===== config.mk =====
export PLATFORM = sky130hd
export DESIGN_NAME = vga_sync_decoder
export DESIGN_NICKNAME = d
export VERILOG_FILES = /design/src/rtl/vga_timing_pkg.sv /design/src/rtl/vga_edge_detect.sv /design/src/rtl/vga_sync_decoder.sv
export SDC_FILE = /design/constraint.sdc
export NUM_CORES = 1
export LEC_CHECK = 0
export ABC_AREA = 0
export CORE_UTILIZATION = 37
export DETAILED_ROUTE_END_ITERATION = 6
export GPL_ROUTABILITY_DRIVEN = 0
export SYNTH_ARGS = -nofsm -noshare
export SYNTH_HDL_FRONTEND = slang
export SYNTH_SLANG_ARGS = --single-unit

===== constraint.sdc =====
create_clock -name clk -period 3.04 [get_ports clk]
set_input_delay 0.608 -clock clk [delete_from_list [all_inputs] [get_ports clk]]
set_output_delay 0.608 -clock clk [all_outputs]
set_load 0.1 [all_outputs]

===== src/rtl/vga_timing_pkg.sv =====
// Shared VGA 640x480@60 timing constants and the lock-state encoding used by
// both the sync generator and the receive-side sync decoder.
package vga_timing_pkg;

  localparam int H_DISPLAY = 640;
  localparam int H_FRONT   = 16;
  localparam int H_SYNC    = 96;
  localparam int H_BACK    = 48;
  localparam int V_DISPLAY = 480;
  localparam int V_FRONT   = 10;
  localparam int V_SYNC    = 2;
  localparam int V_BACK    = 33;

  localparam int H_MAX        = H_DISPLAY + H_FRONT + H_SYNC + H_BACK - 1;
  localparam int V_MAX        = V_DISPLAY + V_FRONT + V_SYNC + V_BACK - 1;
  localparam int H_SYNC_START = H_DISPLAY + H_FRONT;
  localparam int V_SYNC_START = V_DISPLAY + V_FRONT;

  typedef enum logic [1:0] {
    SEARCH = 2'd0,
    TRACK  = 2'd1,
    LOCKED = 2'd2
  } lock_state_e;

endpackage


===== src/rtl/vga_edge_detect.sv =====
// One-bit sample register with rise/fall detection; idles high so an
// active-low sync that is already low after reset reports a fall.
module vga_edge_detect (
  input  logic clk,
  input  logic reset,
  input  logic sig_in,
  output logic rise,
  output logic fall
);

  logic sig_q;

  always_ff @(posedge clk) begin
    if (reset) sig_q <= 1'b1;
    else       sig_q <= sig_in;
  end

  assign fall = sig_q & ~sig_in;
  assign rise = ~sig_q & sig_in;

endmodule


===== src/rtl/vga_sync_decoder.sv =====
// Recovers hpos/vpos/display_on from active-low hsync/vsync, tracks timing lock
// and flags misplaced edges. Error counters exist only with VGA_SYNC_DECODER_STATS_EN.
module vga_sync_decoder
  import vga_timing_pkg::*;
#(
  parameter int H_DISPLAY   = vga_timing_pkg::H_DISPLAY,
  parameter int H_FRONT     = vga_timing_pkg::H_FRONT,
  parameter int H_SYNC      = vga_timing_pkg::H_SYNC,
  parameter int H_BACK      = vga_timing_pkg::H_BACK,
  parameter int V_DISPLAY   = vga_timing_pkg::V_DISPLAY,
  parameter int V_FRONT     = vga_timing_pkg::V_FRONT,
  parameter int V_SYNC      = vga_timing_pkg::V_SYNC,
  parameter int V_BACK      = vga_timing_pkg::V_BACK,
  parameter int LOCK_FRAMES = 2
) (
  input  logic        clk,
  input  logic        reset,
  input  logic        hsync_in,
  input  logic        vsync_in,
  output logic [9:0]  hpos,
  output logic [9:0]  vpos,
  output logic        display_on,
  output logic        locked,
  output logic        frame_start,
  output logic        line_err,
  output logic        frame_err,
  output logic [15:0] line_err_count,
  output logic [15:0] frame_err_count,
  output logic [1:0]  lock_state,
  output logic [3:0]  good_count,
  output logic [3:0]  sync_edges
);

  localparam int          H_MAX_I   = H_DISPLAY + H_FRONT + H_SYNC + H_BACK - 1;
  localparam logic [9:0]  H_MAX_C   = 10'(H_MAX_I);
  localparam logic [9:0]  H_SS_C    = 10'(H_DISPLAY + H_FRONT);
  localparam logic [9:0]  H_DISP_C  = 10'(H_DISPLAY);
  localparam logic [9:0]  V_MAX_C   = 10'(V_DISPLAY + V_FRONT + V_SYNC + V_BACK - 1);
  localparam logic [9:0]  V_SS_C    = 10'(V_DISPLAY + V_FRONT);
  localparam logic [9:0]  V_DISP_C  = 10'(V_DISPLAY);
  localparam logic [7:0]  H_SYNC_C  = 8'(H_SYNC);
  localparam logic [10:0] WD_LAST   = 11'(2 * (H_MAX_I + 1) - 1);
  localparam logic [3:0]  LOCK_C    = 4'(LOCK_FRAMES);

  logic h_rise, h_fall, v_rise, v_fall;

  vga_edge_detect u_hsync_edge (
    .clk    (clk),
    .reset  (reset),
    .sig_in (hsync_in),
    .rise   (h_rise),
    .fall   (h_fall)
  );

  vga_edge_detect u_vsync_edge (
    .clk    (clk),
    .reset  (reset),
    .sig_in (vsync_in),
    .rise   (v_rise),
    .fall   (v_fall)
  );

  assign sync_edges = {h_rise, h_fall, v_rise, v_fall};

  // Low-time of the current hsync pulse, counting the falling-edge sample as 1.
  logic [7:0] hlow_cnt;

  always_ff @(posedge clk) begin
    if (reset)                                 hlow_cnt <= 8'd0;
    else if (h_fall)                           hlow_cnt <= 8'd1;
    else if (!hsync_in && hlow_cnt != 8'hFF)   hlow_cnt <= hlow_cnt + 8'd1;
  end

  logic h_pos_err, h_width_err, line_err_d, frame_err_d, err_now, h_wrap;

  assign h_pos_err   = h_fall && (hpos != H_SS_C);
  assign h_width_err = h_rise && (hlow_cnt != H_SYNC_C);
  assign line_err_d  = h_pos_err | h_width_err;
  assign frame_err_d = v_fall && (vpos != V_SS_C);
  assign err_now     = line_err_d | frame_err_d;
  assign h_wrap      = (hpos == H_MAX_C) && !h_pos_err;

  // A misplaced hsync fall means the current column is really H_SYNC_START,
  // so the next one is H_SYNC_START+1; vertical resync leaves hpos alone.
  always_ff @(posedge clk) begin
    if (reset) begin
      hpos      <= 10'd0;
      vpos      <= 10'd0;
      line_err  <= 1'b0;
      frame_err <= 1'b0;
    end else begin
      line_err  <= line_err_d;
      frame_err <= frame_err_d;
      if (h_pos_err)              hpos <= H_SS_C + 10'd1;
      else if (hpos == H_MAX_C)   hpos <= 10'd0;
      else                        hpos <= hpos + 10'd1;
      if (frame_err_d)            vpos <= V_SS_C;
      else if (h_wrap)            vpos <= (vpos == V_MAX_C) ? 10'd0 : vpos + 10'd1;
    end
  end

  // Watchdog saturates once expired so the FSM stays parked in SEARCH.
  logic [10:0] wd_cnt;
  logic        wd_timeout;

  assign wd_timeout = (wd_cnt == WD_LAST) && !h_fall;

  always_ff @(posedge clk) begin
    if (reset)             wd_cnt <= 11'd0;
    else if (h_fall)       wd_cnt <= 11'd0;
    else if (!wd_timeout)  wd_cnt <= wd_cnt + 11'd1;
  end

  lock_state_e state, state_n;
  logic [3:0]  good, good_n;
  logic        err_seen, err_seen_n;

  always_ff @(posedge clk) begin
    if (reset) begin
      state    <= SEARCH;
      good     <= 4'd0;
      err_seen <= 1'b0;
    end else begin
      state    <= state_n;
      good     <= good_n;
      err_seen <= err_seen_n;
    end
  end

  // An error coinciding with a vsync fall belongs to the frame that edge closes.
  always_comb begin
    state_n    = state;
    good_n     = good;
    err_seen_n = err_seen;
    if (v_fall)       err_seen_n = 1'b0;
    else if (err_now) err_seen_n = 1'b1;
    case (state)
      SEARCH: begin
        if (v_fall) begin
          state_n = TRACK;
          good_n  = 4'd0;
        end
      end
      TRACK: begin
        if (err_now) begin
          good_n = 4'd0;
        end else if (v_fall) begin
          if (err_seen) begin
            good_n = 4'd0;
          end else begin
            good_n = good + 4'd1;
            if (good + 4'd1 >= LOCK_C) state_n = LOCKED;
          end
        end
      end
      LOCKED: begin
        if (err_now) begin
          state_n = TRACK;
          good_n  = 4'd0;
        end
      end
      default: begin
        state_n = SEARCH;
        good_n  = 4'd0;
      end
    endcase
    if (wd_timeout) begin
      state_n = SEARCH;
      good_n  = 4'd0;
    end
  end

  assign locked      = (state == LOCKED);
  assign display_on  = locked && (hpos < H_DISP_C) && (vpos < V_DISP_C);
  assign frame_start = locked && (hpos == 10'd0) && (vpos == 10'd0);
  assign lock_state  = state;
  assign good_count  = good;

`ifdef VGA_SYNC_DECODER_STATS_EN
  logic [15:0] line_cnt_q, frame_cnt_q;

  always_ff @(posedge clk) begin
    if (reset) begin
      line_cnt_q  <= 16'd0;
      frame_cnt_q <= 16'd0;
    end else begin
      if (line_err && line_cnt_q != 16'hFFFF)   line_cnt_q  <= line_cnt_q + 16'd1;
      if (frame_err && frame_cnt_q != 16'hFFFF) frame_cnt_q <= frame_cnt_q + 16'd1;
    end
  end

  assign line_err_count  = line_cnt_q;
  assign frame_err_count = frame_cnt_q;
`else
  assign line_err_count  = 16'd0;
  assign frame_err_count = 16'd0;
`endif

endmodule


# ---- Yosys cells after proc, flatten, opt, wreduce, memory -nomap -nowiden
# Cells that the tools add are included.
dict set report word_totals {
  regBits 50
  input_bits 4
  out_inout_bits 67
  word_cells 93
}
dict set report classes {
  addsub 5
  order_cmp 3
  eq_ne 16
  n_mux 20
  bitwise_logic 10
  reduce_logical 25
}
# op n
set op_table {}
lappend op_table {{$mux 10} 3}
lappend op_table {{$add 10x1->10 const B} 2}
lappend op_table {{$eq 10x10->1 const B} 2}
lappend op_table {{$logic_not 10->1} 2}
lappend op_table {{$mux 4} 5}
lappend op_table {{$mux 9} 2}
lappend op_table {{$mux 2} 6}
lappend op_table {{$pmux 4 s3} 1}
lappend op_table {{$add 11x1->11 const B} 1}
lappend op_table {{$eq 11x11->1 const B} 1}
lappend op_table {{$logic_and 1x1->1} 10}
lappend op_table {{$lt 10x10->1 const B} 1}
lappend op_table {{$lt 10x9->1 const B} 1}
lappend op_table {{$ne 10x10->1 const B} 1}
lappend op_table {{$ne 10x9->1 const B} 1}
lappend op_table {{$ne 2x2->1 const B} 5}
lappend op_table {{$add 8x1->8 const B} 1}
lappend op_table {{$ne 8x7->1 const B} 1}
lappend op_table {{$ne 8x8->1 const B} 1}
lappend op_table {{$reduce_or 2->1} 4}
lappend op_table {{$pmux 2 s3} 1}
lappend op_table {{$reduce_and 6->1} 1}
lappend op_table {{$add 4x1->4 const B} 1}
lappend op_table {{$and 1x1->1} 4}
lappend op_table {{13 further kinds} 21}

# ---- Depth between registers and ports, before layout
# Gate-level depths: netlist of the first run.
dict set report logic_depth {
  depth_word 7
  depth_mapped 8
  depth_no_buf 7
}

# ---- Hierarchy
# Synthesis of the first run repeated with hierarchy kept, for this count alone.
dict set report unflattened {
  hier_cells 336
  area_unflattened_um2 2910.3
}
# module n_inst cells_per_inst area_per_inst_um2 seq_area_each_um2
set by_module_without_submodules {}
lappend by_module_without_submodules {vga_sync_decoder 1 328 2830.2 960.9}
lappend by_module_without_submodules {vga_edge_detect 2 4 40.0 20.0}

# ---- Worst setup path after synthesis of the first run
# Ideal clock, no wire load.
dict set report synth_path {
  path_type {register to output}
  from {reg hpos[0]}
  to {out frame_start}
  arrival_ns 4.298
  required_time_ns 2.432
  slack_ns -1.866
  path_stages_with_launch 5
  path_buffers 0
  path_cell_list {dfxtp_1 > inv_1 > ha_1 > or4b_4 > nor4_1}
}
dict set report synth_between {
  elab_chain_len 3
}
# item line
set synth_lines {}
lappend synth_lines {{start: declaration} vga_sync_decoder.sv:20} ;# output logic [9:0] hpos,
lappend synth_lines {{start signal: assignment} vga_sync_decoder.sv:94} ;# if (h_pos_err) hpos <= H_SS_C + 10'd1;
lappend synth_lines {{start signal: assignment} vga_sync_decoder.sv:96} ;# else hpos <= hpos + 10'd1;
lappend synth_lines {{$logic_not 10->1} vga_sync_decoder.sv:175} ;# assign frame_start = locked && (hpos == 10'd0) && (vpos == 10'd0);
lappend synth_lines {{$logic_and 1x1->1 (2 in a row)} vga_sync_decoder.sv:175}
lappend synth_lines {{end: declaration} vga_sync_decoder.sv:24} ;# output logic frame_start,
# Every way passes these cells.

# ---- Worst setup path after layout of the first run
dict set report layout_path {
  from {reg hpos[0]}
  to {reg vpos[6]}
}
dict set report layout_between {
  elab_chain_len 5
  elab_cells_between_ends 6
  cone_classes {eq/ne: 2; reduce/logical: 4}
}
# item line
set layout_lines {}
lappend layout_lines {{$ne 10x10->1} vga_sync_decoder.sv:76} ;# assign h_pos_err = h_fall && (hpos != H_SS_C);
lappend layout_lines {{$logic_and 1x1->1} vga_sync_decoder.sv:76}
lappend layout_lines {{$logic_not 1->1} vga_sync_decoder.sv:81} ;# assign h_wrap = (hpos == H_MAX_C) && !h_pos_err;
lappend layout_lines {{$logic_and 1x1->1 (*)} vga_sync_decoder.sv:81}
lappend layout_lines {{$reduce_bool 2->1 (no line) (*)} n/a}
lappend layout_lines {{end signal: assignment} vga_sync_decoder.sv:98} ;# else if (h_wrap) vpos <= (vpos == V_MAX_C) ? 10'd0 : vpos + 10'd1;
lappend layout_lines {{end: declaration} vga_sync_decoder.sv:21} ;# output logic [9:0] vpos,
# Mark *: on every way between the ends. The rest lies on a longest branch, timed or not.
# A chain may end at the register's enable or synchronous reset.

==> impl_metrics.ini, run 1 <==
[worst_setup_path]
r2r_slack_ps = 470
startpoint_type = flip-flop
cp.required_ps = 3270
cp-endpoint = vpos[6]
reg2reg_depth = 8
timing.rr.end = vpos[6]
crit_path_max_fanout = 12
critPathArrivalTime_ps = 2800
path_class = reg2reg
r2r_start = hpos[0]
critPathCaptureType = flip-flop
startpoint = hpos[0]

[timing]
setup_slack_ps = 475
min_period_over_period = 0.844
final-hold-violation-count = 0
rsz0062_at_grt = false
max_slew.worst_pin.slew_ps = 601
fmax_ghz = 0.390
slew_violations = 0
min_period_ps = 2570
max_slew_margin = 0.596
finalSetupViolCount = 0
skew_ps = 5.34

[logic_synthesis]
netlist_area_mm2 = 0.00288
synth-edff-count = 0
yosysTopAreaCellShare = 0.347
synth_seq_area_share = 0.347
postSynthCellCount = 338
synth.avg_cell_area_um2 = 8.53
ys_ff_latch = 50
async_flop_share = 0
ys_warn_count = 0
synthTopCellsByArea = dfxtp_1 35%, buf_4 9.4%, xor2_1 5.8%
yosysTopAreaCell = dfxtp_1
synth.distinct_cells = 52
synth_flop_cell = dfxtp_1

[place]
placed_cells = 467
dp_hpwl_mm = 4.42
dpl-instance-area_mm2 = 0.00324
place_ws_ps = 358
port_buffers = 38

[detailed_routing]
drc_errors = 0
routed_wl_mm = 5.95
viasPerCell = 4.97
first_iter_violations = 104
drt_pre_antenna_iters = 4
post_drt_wl_per_cell_um = 12.6
vias = 2356
antenna_left = 0

[die]
core-area_mm2 = 0.00741
die_x_um = 90.3
die_h_um = 90.3
ioPinCount = 71
fp.dieArea_mm2 = 0.00815
initial_utilization = 0.389
placementRows = 31

[clock_network]
cts_buffers = 5
clk_latency_ps = 300
cts.sinks = 50
cts_buffer_depth = 2
cts_tree = built
cts_max_level = 2
cts_resized = 0
root_buffer = clkbuf_8
cts_setup_buffers = 0
ctsHoldBuffers = 0
clk_pin_slew_ps = 90

[cells_and_area]
num_antenna_cells = 0
mostFrequentLayoutCell = dfxtp_1
n_fill_cell = 745
drive_above_1_share = 0.181
nets = 389
instances_no_fill = 474
syn_to_final_growth_pct = 15.1
fin_area_mm2 = 0.00332
layout_common_cells = 49 x dfxtp_1, 39 x buf_4, 33 x nor2_1, 32 x conb_1, 19 x xor2_1

[global_routing]
grt_max_degree = 21
grt_pass1_wl_mm = 9.92
overflow = 0
antenna_found_initial = 0
grtUsageTotal = 0.148
grt_pass1_vias = 2101

[pwr]
p_per_area_mw_per_mm2 = 469
leakage_nw = 1.34
vdd.ir_drop.worst_v = 0.000201

[run_status]
outcome = finished, final reports clean

[min_path]
hp-class = reg2reg

[run]
drv_cap = 0
[stage by stage]
| step | setup TNS (ps) | hold WS (ps) | util | total power [mW] |
|---|---|---|---|---|
| 2_1_floorplan | -35.2 | 452 | - | 1.16 |
| 3_3_place_gp | 0 | 476 | 0.437 | 1.20 |
| 3_5_place_dp | 0 | 478 | 0.437 | 1.20 |
| 4_1_cts | 0 | 491 | 0.448 | 1.57 |
| 5_1_grt | 0 | 515 | 0.448 | 1.62 |
| 6_report | 0 | 488 | 0.448 | 1.56 |
[layout make-up]
cell class	instances	area (um2)	share of cell area
Multi-Input combinational cell	260	1660	0.502
Inverter	12	45.0	0.0136
Timing Repair Buffer	46	403	0.121
Clock buffer	5	68.8	0.0207
Clock inverter	2	10.0	0.00302
Tap cell	99	124	0.0373
Sequential cell	50	1000	0.302
[cell families after synthesis]
| family | count (synthesis) | synth area share |
|---|---|---|
| compound gates | 47 | 0.115 |
| xor+xnor | 29 | 0.0881 |
| fa+ha+maj | 10 | 0.0434 |
| buf+inv | 59 | 0.126 |
| flops | 50 | 0.347 |
| other cells | 1 | 0.00130 |
| simple gates | 142 | 0.279 |
[synthesized netlist by cell type, types with 6 or more instances]
library cell  instances
a31oi_1               7
and3_1               13
buf_4                36
clkbuf_1             10
dfxtp_1              50
ha_1                 10
inv_1                11
nand2_1              12
nand3_1              17
nand4_1               7
nor2_1               33
nor2b_1               6
nor3_1                7
o21ai_1               8
o22ai_1               6
or2_2                 6
or4_1                 7
xnor2_1              10
xor2_1               19
[registers in the layout (all words and copies together), names as in the netlist, 2 cells and up]
signal / count
good_count: 4
hlow_cnt: 8
hpos: 10
lock_state: 2
vpos: 10
wd_cnt: 11
[worst max-delay path, stage by stage, from the launching register on]
cell,delay (ps)
dfxtp_1,370
inv_1,100
ha_1,140
or4b_4,510
o31ai_4,300
buf_4,230
nand2_2,160
or4b_1,530
a31oi_1,160
[where the power goes]
| group | switching (mW) | internal [mW] | leakage (nW) |
|---|---|---|---|
| Clock | 0.214 | 0.155 | 0.0438 |
| Sequential | 0.0329 | 0.678 | 0.409 |
| Combinational | 0.391 | 0.0866 | 0.891 |
[how the worst min path moves through the flow]
stage / from / endpoint / slack [ps] / cells past startpoint
final: wd_cnt[1] / wd_cnt[1] / 490 / 2
after global routing: wd_cnt[1] / wd_cnt[1] / 520 / 2
after CTS: wd_cnt[1] / wd_cnt[1] / 490 / 2
after detailed placement: wd_cnt[1] / wd_cnt[1] / 480 / 2
after global placement: err_seen / err_seen / 480 / 2
after floorplan: err_seen / err_seen / 450 / 2
[per-layer routing]
metal  GRT usage  share of wire  up-vias
met4      0.0551          0.019        0
met5           0              0        -
met2       0.232           0.46       53
li1            -              -     1206
met3      0.0320          0.041       16
met1       0.200           0.48     1081
Note: power is estimated with default switching activity, not from simulation.
==> run 2: changes to the inputs <==
- clock period: 3.04 -> 2.4 ns (I/O delays scaled with it)
==> impl_metrics.ini, run 2 (synthesis results as in run 1) <==
[min_path]
worstHoldPathCells = 2
hp-class = reg2reg
hp-start = err_seen
hold_end = err_seen

[cells_and_area]
mostFrequentLayoutCell = buf_4
fin_area_mm2 = 0.00366
syn_to_final_growth_pct = 27.0
fin_util = 0.494
regMostFlops = wd_cnt
drive_above_1_share = 0.313
nets = 413
num_antenna_cells = 0
n_fill_cell = 731
largest_reg_flops = 11
reg_top3 = wd_cnt x11, hpos x10, vpos x10
layout_common_cells = 58 x buf_4, 33 x nor2_1, 32 x conb_1, 29 x dfxtp_1, 19 x xor2_1

[global_routing]
grt-busiest-layer = met2
grtUsageMet2 = 0.253
grtUsageTotal = 0.154
antenna_found_initial = 0
grt_use_met1 = 0.202
grt_pass1_wl_mm = 10.4
grt_max_degree = 17
overflow = 0
grt_util_met3 = 0.0455
grt_pass1_vias = 2258

[timing]
final-hold-violation-count = 0
min_period_over_period = 0.996
max_slew.worst_pin.slew_ps = 530
rsz0062_at_grt = true
final.setup.tns_ps = 0
slew_violations = 0
finalSetupViolCount = 0
max_slew_margin = 0.642
skew_ps = 4.65
fmax_ghz = 0.418
min_period_ps = 2390

[detailed_routing]
routed_wl_mm = 6.24
drc_errors = 0
drt_pre_antenna_iters = 4
viasPerCell = 4.92
post_drt_wl_per_cell_um = 12.5
first_iter_violations = 82
antenna_left = 0
vias = 2453

[worst_setup_path]
critPathArrivalTime_ps = 2640
critPathCaptureType = flip-flop
crit_path_max_fanout = 5
cp.required_ps = 2650
r2r_slack_ps = 10
r2r_start = hpos[0]
startpoint_type = flip-flop
timing.rr.end = lock_state[1]
path_class = reg2reg
reg2reg_depth = 8

[clock_network]
cts_max_level = 2
clk_pin_slew_ps = 90
clk_latency_ps = 310
cts.sinks = 50
root_buffer = clkbuf_8
ctsHoldBuffers = 0
cts_tree = built
cts_buffers = 5
cts_buffer_depth = 2

[die]
core-area_mm2 = 0.00741
fp.dieArea_mm2 = 0.00815
die_x_um = 90.3
ioPinCount = 71
die_h_um = 90.3
placementRows = 31
initial_utilization = 0.389

[place]
dpl-instance-area_mm2 = 0.00344
dp_hpwl_mm = 4.58
port_buffers = 38

[pwr]
p_per_area_mw_per_mm2 = 586
leakage_nw = 1.50
vdd.ir_drop.worst_v = 0.000318
p_total_mw = 2.15

[run]
drv_cap = 0

[run_status]
outcome = finished, final reports clean
[run 2: cell type report]
type / count / area, um2 / share of cell area
Timing Repair Buffer: 70 / 619 / 0.169
Sequential cell: 50 / 1040 / 0.283
Clock buffer: 7 / 76.3 / 0.0208
Tap cell: 99 / 124 / 0.0338
Clock inverter: 1 / 30.0 / 0.00820
Inverter: 12 / 45.0 / 0.0123
Multi-Input combinational cell: 260 / 1730 / 0.472
[run 2: repair_timing]
action,CTS,global route
hold endpoints to repair,0,0
endpoints found under the setup margin,4,8
buffers inserted,0,5
pin swaps,1,8
resized for setup,1,16
[run 2: where the power goes]
| part | internal, mW | leakage [nW] | switching (mW) |
|---|---|---|---|
| Combinational | 0.140 | 1.03 | 0.507 |
| Clock | 0.312 | 0.0524 | 0.286 |
| Sequential | 0.861 | 0.417 | 0.0396 |
[run 2: metal layers]
layer	part of all wire	wire length [um]
met1	0.49	3040
met2	0.47	2920
met3	0.041	253
met4	0.0056	35
met5	0	0
[run 2: critical path, cell delays in order (launching register included)]
cell and delay, ps:
dfxtp_4 350, inv_2 50, ha_1 140, or4b_4 500, o31ai_4 320, buf_6 160
nand3_2 60, or4_4 530, a2bb2o_4 220
[run 2: worst max path at each step]
stage	endpoint	start	slack, ps
floorplan	frame_start	hpos[0]	-280
global placement	good_count[2]	hsync_in	-10
detailed placement	lock_state[1]	hsync_in	-40
CTS	frame_start	hpos[0]	20
global route	lock_state[1]	hpos[0]	-40
finish	lock_state[1]	hpos[0]	10
[run 2: through the flow]
stage	cells	hold WS (ps)	setup slack (ps)
after floorplan	369	452	-284
after detailed placement	486	484	-38.6
after global placement	486	478	-14.9
after CTS	494	498	17.4
after global routing	499	531	-39.6
final	499	500	10.3
